**src/rtl/ghostbus_host_arbiter_pkg.sv**
```systemverilog
// Shared types and constants for the ghostbus two-master host arbiter.
// The optional GHOSTBUS_ARB_FIXED_PRIO_EN macro is consumed by ghostbus_rr_pick.
package ghostbus_host_arbiter_pkg;

  typedef enum logic [1:0] {
    ST_IDLE  = 2'd0,
    ST_ISSUE = 2'd1,
    ST_WAIT  = 2'd2,
    ST_DONE  = 2'd3
  } state_e;

  // Wide enough to hold the largest legal read latency.
  localparam int LAT_W  = 4;
  localparam int RL_MIN = 1;
  localparam int RL_MAX = 15;

  function automatic int clamp_rl(input int rl);
    if (rl < RL_MIN) return RL_MIN;
    if (rl > RL_MAX) return RL_MAX;
    return rl;
  endfunction

endpackage

```
**src/rtl/ghostbus_host_arbiter_if.sv**
```systemverilog
// Single-beat host request/response port; one instance per bus master.
// master = the requesting bridge, slave = the arbiter side.
interface ghostbus_host_arbiter_if #(
  parameter int AW = 24,
  parameter int DW = 32
) ();

  logic          req;
  logic          we;
  logic [AW-1:0] addr;
  logic [DW-1:0] wdata;
  logic [DW-1:0] rdata;
  logic          ack;

  modport master (output req, we, addr, wdata, input rdata, ack);
  modport slave  (input req, we, addr, wdata, output rdata, ack);

endinterface

```
**src/rtl/ghostbus_rr_pick.sv**
```systemverilog
// Two-way request picker producing a one-hot grant while enabled.
// Define GHOSTBUS_ARB_FIXED_PRIO_EN for fixed priority (master 0 wins ties).
module ghostbus_rr_pick (
  input  logic [1:0] req,
  input  logic       last,
  input  logic       en,
  output logic [1:0] grant
);

`ifdef GHOSTBUS_ARB_FIXED_PRIO_EN
  logic unused_last;
  assign unused_last = last;

  always_comb begin
    grant = 2'b00;
    if (en) begin
      if (req[0])      grant = 2'b01;
      else if (req[1]) grant = 2'b10;
    end
  end
`else
  // On a tie the master that did not win last time gets the bus.
  always_comb begin
    grant = 2'b00;
    if (en) begin
      case (req)
        2'b01:   grant = 2'b01;
        2'b10:   grant = 2'b10;
        2'b11:   grant = last ? 2'b01 : 2'b10;
        default: grant = 2'b00;
      endcase
    end
  end
`endif

endmodule

```
**src/rtl/ghostbus_host_arbiter.sv**
```systemverilog
// Serialises single-beat requests from two masters onto one ghostbus host port.
// Tie policy is round-robin unless GHOSTBUS_ARB_FIXED_PRIO_EN is defined.
module ghostbus_host_arbiter
  import ghostbus_host_arbiter_pkg::*;
#(
  parameter int AW = 24,
  parameter int DW = 32,
  parameter int RL = 1
) (
  input  logic                    clk,
  input  logic                    rst_n,
  ghostbus_host_arbiter_if.slave  h0,
  ghostbus_host_arbiter_if.slave  h1,
  output logic [AW-1:0]           gb_addr,
  output logic [DW-1:0]           gb_dout,
  output logic                    gb_we,
  output logic                    gb_re,
  input  logic [DW-1:0]           gb_din,
  output logic                    busy,
  output logic [1:0]              gnt
);

  localparam int              RL_C  = clamp_rl(RL);
  localparam logic [LAT_W-1:0] RL_LD = LAT_W'(RL_C);

  state_e           state_q, state_d;
  logic [LAT_W-1:0] cnt_q, cnt_d;
  logic             last_q, last_d;
  logic             we_q, we_d;
  logic [1:0]       gnt_q, gnt_d;
  logic [AW-1:0]    addr_q, addr_d;
  logic [DW-1:0]    dout_q, dout_d;
  logic             gb_we_q, gb_we_d;
  logic             gb_re_q, gb_re_d;
  logic             busy_q, busy_d;
  logic [1:0]       ack_q, ack_d;
  logic [DW-1:0]    rdata0_q, rdata0_d;
  logic [DW-1:0]    rdata1_q, rdata1_d;
  logic [1:0]       pick;

  ghostbus_rr_pick u_pick (
    .req   ({h1.req, h0.req}),
    .last  (last_q),
    .en    (state_q == ST_IDLE),
    .grant (pick)
  );

  // State register.
  always_ff @(posedge clk or negedge rst_n) begin
    if (!rst_n) begin
      state_q <= ST_IDLE;
      cnt_q   <= '0;
    end else begin
      // NOTE: non-blocking so every flop samples the pre-edge values of the others.
      state_q <= state_d;
      cnt_q   <= cnt_d;
    end
  end

  // Next-state logic.
  always_comb begin
    // NOTE: defaults first so no path leaves a variable unassigned (no latches).
    state_d = state_q;
    cnt_d   = cnt_q;
    unique case (state_q)
      ST_IDLE:  if (pick != 2'b00) state_d = ST_ISSUE;
      ST_ISSUE: begin
        if (we_q) begin
          state_d = ST_IDLE;
        end else begin
          state_d = ST_WAIT;
          cnt_d   = RL_LD;
        end
      end
      ST_WAIT: begin
        cnt_d = cnt_q - LAT_W'(1);
        if (cnt_q == LAT_W'(1)) state_d = ST_DONE;
      end
      ST_DONE:  state_d = ST_IDLE;
      default:  state_d = ST_IDLE;
    endcase
  end

  // Output logic: next values of the registered outputs.
  always_comb begin
    addr_d   = addr_q;
    dout_d   = dout_q;
    we_d     = we_q;
    last_d   = last_q;
    gnt_d    = gnt_q;
    rdata0_d = rdata0_q;
    rdata1_d = rdata1_q;
    gb_we_d  = 1'b0;
    gb_re_d  = 1'b0;
    ack_d    = 2'b00;
    busy_d   = (state_d != ST_IDLE);
    unique case (state_q)
      ST_IDLE: begin
        if (pick != 2'b00) begin
          addr_d  = pick[1] ? h1.addr  : h0.addr;
          dout_d  = pick[1] ? h1.wdata : h0.wdata;
          we_d    = pick[1] ? h1.we    : h0.we;
          gnt_d   = pick;
          last_d  = pick[1];
          gb_we_d = we_d;
          gb_re_d = !we_d;
          // A write completes in its single strobe cycle.
          ack_d   = we_d ? pick : 2'b00;
        end
      end
      ST_ISSUE: if (we_q) gnt_d = 2'b00;
      ST_WAIT: begin
        if (cnt_q == LAT_W'(1)) begin
          ack_d = gnt_q;
          if (gnt_q[0]) rdata0_d = gb_din;
          if (gnt_q[1]) rdata1_d = gb_din;
        end
      end
      ST_DONE:  gnt_d = 2'b00;
      default:  gnt_d = 2'b00;
    endcase
  end

  always_ff @(posedge clk or negedge rst_n) begin
    if (!rst_n) begin
      addr_q   <= '0;
      dout_q   <= '0;
      we_q     <= 1'b0;
      last_q   <= 1'b1;
      gnt_q    <= 2'b00;
      gb_we_q  <= 1'b0;
      gb_re_q  <= 1'b0;
      busy_q   <= 1'b0;
      ack_q    <= 2'b00;
      rdata0_q <= '0;
      rdata1_q <= '0;
    end else begin
      addr_q   <= addr_d;
      dout_q   <= dout_d;
      we_q     <= we_d;
      last_q   <= last_d;
      gnt_q    <= gnt_d;
      gb_we_q  <= gb_we_d;
      gb_re_q  <= gb_re_d;
      busy_q   <= busy_d;
      ack_q    <= ack_d;
      rdata0_q <= rdata0_d;
      rdata1_q <= rdata1_d;
    end
  end

  assign gb_addr  = addr_q;
  assign gb_dout  = dout_q;
  assign gb_we    = gb_we_q;
  assign gb_re    = gb_re_q;
  assign busy     = busy_q;
  assign gnt      = gnt_q;
  assign h0.ack   = ack_q[0];
  assign h1.ack   = ack_q[1];
  assign h0.rdata = rdata0_q;
  assign h1.rdata = rdata1_q;

endmodule

```
**src/flat_wrapper.sv**
```systemverilog
// flat-port wrapper written by rule: the top's interface ports become plain ports
module ghostbus_host_arbiter_flat import ghostbus_host_arbiter_pkg::*;
#(
  parameter int AW = 24,
  parameter int DW = 32,
  parameter int RL = 1
)
  (clk, rst_n, gb_addr, gb_dout, gb_we, gb_re, gb_din, busy, gnt, h0_req, h0_we, h0_addr, h0_wdata, h0_rdata, h0_ack, h1_req, h1_we, h1_addr, h1_wdata, h1_rdata, h1_ack);
  ghostbus_host_arbiter_if #(.AW(AW), .DW(DW)) h0_i ();
  ghostbus_host_arbiter_if #(.AW(AW), .DW(DW)) h1_i ();
  input  logic clk;
  input  logic rst_n;
  output logic [AW-1:0] gb_addr;
  output logic [DW-1:0] gb_dout;
  output logic gb_we;
  output logic gb_re;
  input  logic [DW-1:0] gb_din;
  output logic busy;
  output logic [1:0] gnt;
  input wire logic [$bits(h0_i.req)-1:0] h0_req;
  input wire logic [$bits(h0_i.we)-1:0] h0_we;
  input wire logic [$bits(h0_i.addr)-1:0] h0_addr;
  input wire logic [$bits(h0_i.wdata)-1:0] h0_wdata;
  output wire logic [$bits(h0_i.rdata)-1:0] h0_rdata;
  output wire logic [$bits(h0_i.ack)-1:0] h0_ack;
  input wire logic [$bits(h1_i.req)-1:0] h1_req;
  input wire logic [$bits(h1_i.we)-1:0] h1_we;
  input wire logic [$bits(h1_i.addr)-1:0] h1_addr;
  input wire logic [$bits(h1_i.wdata)-1:0] h1_wdata;
  output wire logic [$bits(h1_i.rdata)-1:0] h1_rdata;
  output wire logic [$bits(h1_i.ack)-1:0] h1_ack;
  assign h0_i.req = h0_req;
  assign h0_i.we = h0_we;
  assign h0_i.addr = h0_addr;
  assign h0_i.wdata = h0_wdata;
  assign h0_rdata = h0_i.rdata;
  assign h0_ack = h0_i.ack;
  assign h1_i.req = h1_req;
  assign h1_i.we = h1_we;
  assign h1_i.addr = h1_addr;
  assign h1_i.wdata = h1_wdata;
  assign h1_rdata = h1_i.rdata;
  assign h1_ack = h1_i.ack;
  ghostbus_host_arbiter #(.AW(AW), .DW(DW), .RL(RL)) u_core (.clk(clk), .rst_n(rst_n), .h0(h0_i), .h1(h1_i), .gb_addr(gb_addr), .gb_dout(gb_dout), .gb_we(gb_we), .gb_re(gb_re), .gb_din(gb_din), .busy(busy), .gnt(gnt));
endmodule
```
**config.mk**
```make
export PLATFORM = sky130hd
export DESIGN_NAME = ghostbus_host_arbiter_flat
export DESIGN_NICKNAME = d
export VERILOG_FILES = /design/src/rtl/ghostbus_host_arbiter_pkg.sv /design/src/rtl/ghostbus_host_arbiter_if.sv /design/src/rtl/ghostbus_rr_pick.sv /design/src/rtl/ghostbus_host_arbiter.sv /design/src/flat_wrapper.sv
export SDC_FILE = /design/constraint.sdc
export NUM_CORES = 1
export LEC_CHECK = 0
export ABC_AREA = 1
export CELL_PAD_IN_SITES_DETAIL_PLACEMENT = 1
export CELL_PAD_IN_SITES_GLOBAL_PLACEMENT = 1
export CORE_MARGIN = 2
export CORE_UTILIZATION = 26
export CTS_CLUSTER_DIAMETER = 50
export DETAILED_ROUTE_END_ITERATION = 12
export HOLD_SLACK_MARGIN = 0.05
export PLACE_DENSITY_LB_ADDON = 0.1
export SLEW_MARGIN = 20
export SYNTH_ARGS = -nofsm -noshare
export SYNTH_HDL_FRONTEND = slang
export SYNTH_SLANG_ARGS = --single-unit
```
**constraint.sdc**
```tcl
create_clock -name clk -period 1.6 [get_ports clk]
set_clock_uncertainty 0.2 [all_clocks]
set_input_delay 0.32 -clock clk [delete_from_list [all_inputs] [get_ports clk]]
set_output_delay 0.32 -clock clk [all_outputs]
set_load 0.02 [all_outputs]
```
==> flow_summary.yaml <==
global_routing:
  antenna_found_initial: 0
  grt_max_degree: 48
  grt_use_total: 0.183
  grt-ovfl-total: 0
  grt_pass1_wl_um: 34800
  grt_pass1_vias: 6349
setup_path:
  worstPathMaxFanout: 23
  crit_path_start: "u_core.state_q[0]$_DFF_PN0_"
  critical_path.slowest_cell: "dfrtp_1"
  timing.rr.start: "u_core.state_q[0]$_DFF_PN0_"
  crit_arrival_ns: 1.74
  endpoint_kind: "flop"
  crit_path_max_incr_delay_ns: 0.42
  cp.required_ns: 1.70
  crit_path_end: "u_core.gb_dout[30]$_DFFE_PN0P_"
  r2r_cells: 8
  startpoint_type: "flop"
  crit_chain: "nor2_4 -> buf_6 -> nand3_4 -> buf_12 -> nand2_1 -> nand2_1 -> nand2_1 -> nand2_1"
  r2r-end: "u_core.gb_dout[30]$_DFFE_PN0P_"
  rrSetupSlack_ns: -0.04
  path_common_cell: "nand2_1"
  worst-setup-path-type: "flop to flop"
routing:
  drt_wl_total_um: 22700
  vias_per_cell: 4.43
  ant_nets: 0
  first_pass_iters: 4
  wl_per_cell_um: 16.6
  vias: 6067
  drc_errors: 0
  dr.first_iter.drc_count: 216
clock_tree:
  cts_buffer_depth: 2
  clk_latency_ns: 0.41
  cts_tree: "yes"
  htree_levels: 4
  clk_pin_slew_ns: 0.06
  cts.sinks: 135
  cts_buffers: 17
  cts_root_buffer: "clkbuf_16"
synthesis:
  yosysUniqueCellTypes: 21
  synth_seq_cells: 135
  ys_seq_area_frac: 0.559
  ys_warn_count: 0
  syn_avg_cell_area_um2: 7.81
  synthesis.instances: 775
  synth_top_cells_by_area: "dfrtp_1 55%, nand2_1 30%, nand4_1 5.9%"
  synth.cell_area_um2: 6050
  synth_top_cell_by_area: "dfrtp_1"
  synth_fp_nets: 927
  synth_top_area_share: 0.554
place:
  io_buffers: 276
  hpwl_um: 15700
  gpl.final_weighted_congestion: 0.739
outcome:
  failed_checks: "negative setup slack"
  status: "finished with violations"
sta:
  worst_pin_slew_ns: 0.316
  fmax_mhz: 609
  fin_hold_ws_ns: 0.200
  slew_viol_final: 0
  setup_viol: 30
  hold_viol_final: 0
  rsz0062_at_grt: "true"
  relSlewSlack: 0.789
  setup_slack_ns: -0.0416
  fin_crit_ns: 1.64
  finalCritPeriodShare: 1.03
layout:
  fillers: 2759
  drive_gt1_frac: 0.240
  seqCellArea_um2: 3380
  n_antenna_cell: 0
  post-route-util: 0.434
  final_net_count: 1223
  multiInputGateArea_um2: 2610
  syn_to_final_growth_pct: 63.0
power_and_ir_drop:
  power_density_nw_per_um2: 2000
  leakage_nw: 5.11
  ir_drop_mv: 0.725
floorplanning:
  die_h_um: 157
  start_util: 0.266
  ioPinCount: 277
  coreArea_um2: 22700
  rows: 55
  fp.dieW_um: 157
  dieArea_um2: 24500
hold_path:
  hp-class: "input port to flop"
  worstHoldPathCells: 3
flow_run:
  maxCapViolations: 0
-- state kept, by name, indices dropped and copies added (netlist names) --
| signal | cells |
|---|---|
| u_core.ack_q | 2 |
| u_core.gb_we | 1 |
| u_core.h0.rdata | 32 |
| u_core.last_q | 1 |
| u_core.we_q | 1 |
| u_core.gb_re | 1 |
| u_core.gb_dout | 32 |
| u_core.cnt_q | 4 |
| u_core.gb_addr | 24 |
| u_core.busy | 1 |
| u_core.state_q | 2 |
| u_core.gnt | 2 |
| u_core.h1.rdata | 32 |
-- what timing repair did --
action / in CTS / in global routing
buffers inserted: 2 / 7
endpoints found under the hold margin: 135 / 0
hold buffers: 1 / 0
setup endpoints to repair: 195 / 184
pin swaps: 2 / 12
gates resized for setup: 457 / 128
cloned: 1 / 4
-- cell type report --
cell class                 instances  area share
sequential                       135       0.343
multi-input combinational        577       0.265
clock buffer                      18      0.0435
timing repair buffer             326       0.288
clock inverter                    14      0.0192
inverter                          14     0.00533
tap                              285      0.0362
-- cell usage in the layout, fill, tap and decap left out, drive strengths merged --
cell	n
nand2	489
buf	169
clkdlybuf4s50	147
dfrtp	134
nand4	57
clkbuf	21
inv	21
o21ai	9
nor2	8
clkdlybuf4s15	6
nand3	6
bufinv	3
a21oi	2
nor3	2
o22ai	2
clkinvlp	2
clkinv	2
ha	2
dlygate4sd3	1
dfstp	1
-- synthesized netlist by cell type (all sizes together) --
cell    instances
a21oi           2
buf            25
clkbuf         24
dfrtp         134
dfstp           1
ha              2
inv            14
nand2         489
nand3           6
nand4          57
nor2            8
nor3            2
o21ai           9
o22ai           2
-- power by group --
part	internal (W)	leakage [nW]	switching, W
sequential	0.00511	1.62	0.000867
clock	0.00251	0.296	0.00164
combinational	0.00364	3.19	0.00600
-- stage by stage --
step	std cells	power (W)	setup TNS [ns]	cell area [µm²]	worst slack (ns)
2_1_floorplan	775	0.0111	0	6060	0.0174
3_3_place_gp	1323	0.0164	-15.29	9420	-0.264
3_5_place_dp	1323	0.0165	-17.75	9420	-0.348
4_1_cts	1359	0.0200	-0.443	9900	-0.0407
5_1_grt	1369	0.0213	-10.10	9860	-0.133
6_report	1369	0.0198	-0.321	9860	-0.0416
-- layer usage --
layer  track usage  vias up  part of all wire
li1              -     3024                 -
met1         0.238     2864              0.45
met2         0.296      169              0.47
met3        0.0645       10             0.071
met4        0.0341        0            0.0072
met5             0        -                 0
-- worst max-delay path, delay by kind of cell (launching register included) --
kind / cells / cell delay [ns]
simple gates: 6 / 0.56
flops: 1 / 0.42
buf+inv: 2 / 0.34
-- how the worst min path moves through the flow --
stage / from / endpoint / slack [ns]
after floorplan: rst_n / u_core.ack_q[0]$_DFF_PN0_ / -0.18
after global placement: rst_n / u_core.h0.rdata[7]$_DFFE_PN0P_ / 0.13
after detailed placement: rst_n / u_core.h0.rdata[7]$_DFFE_PN0P_ / 0.13
after CTS: h1_req / u_core.gb_re$_DFF_PN0_ / 0.15
after global routing: h1_req / u_core.gb_re$_DFF_PN0_ / 0.19
final: h1_req / u_core.gb_re$_DFF_PN0_ / 0.20
-- logic make-up (layout without fill, tap and decap cells) --
kind of cell / Yosys count / after routing / share of synthesized area
DFF: 135 / 135 / 0.559
and+or+nand+nor: 562 / 562 / 0.381
adders and majority gates: 2 / 2 / 0.00414
buffers and inverters: 63 / 372 / 0.0449
AOI/OAI and AO/OA: 13 / 13 / 0.0118
Note: power is estimated with default switching activity, not from simulation.
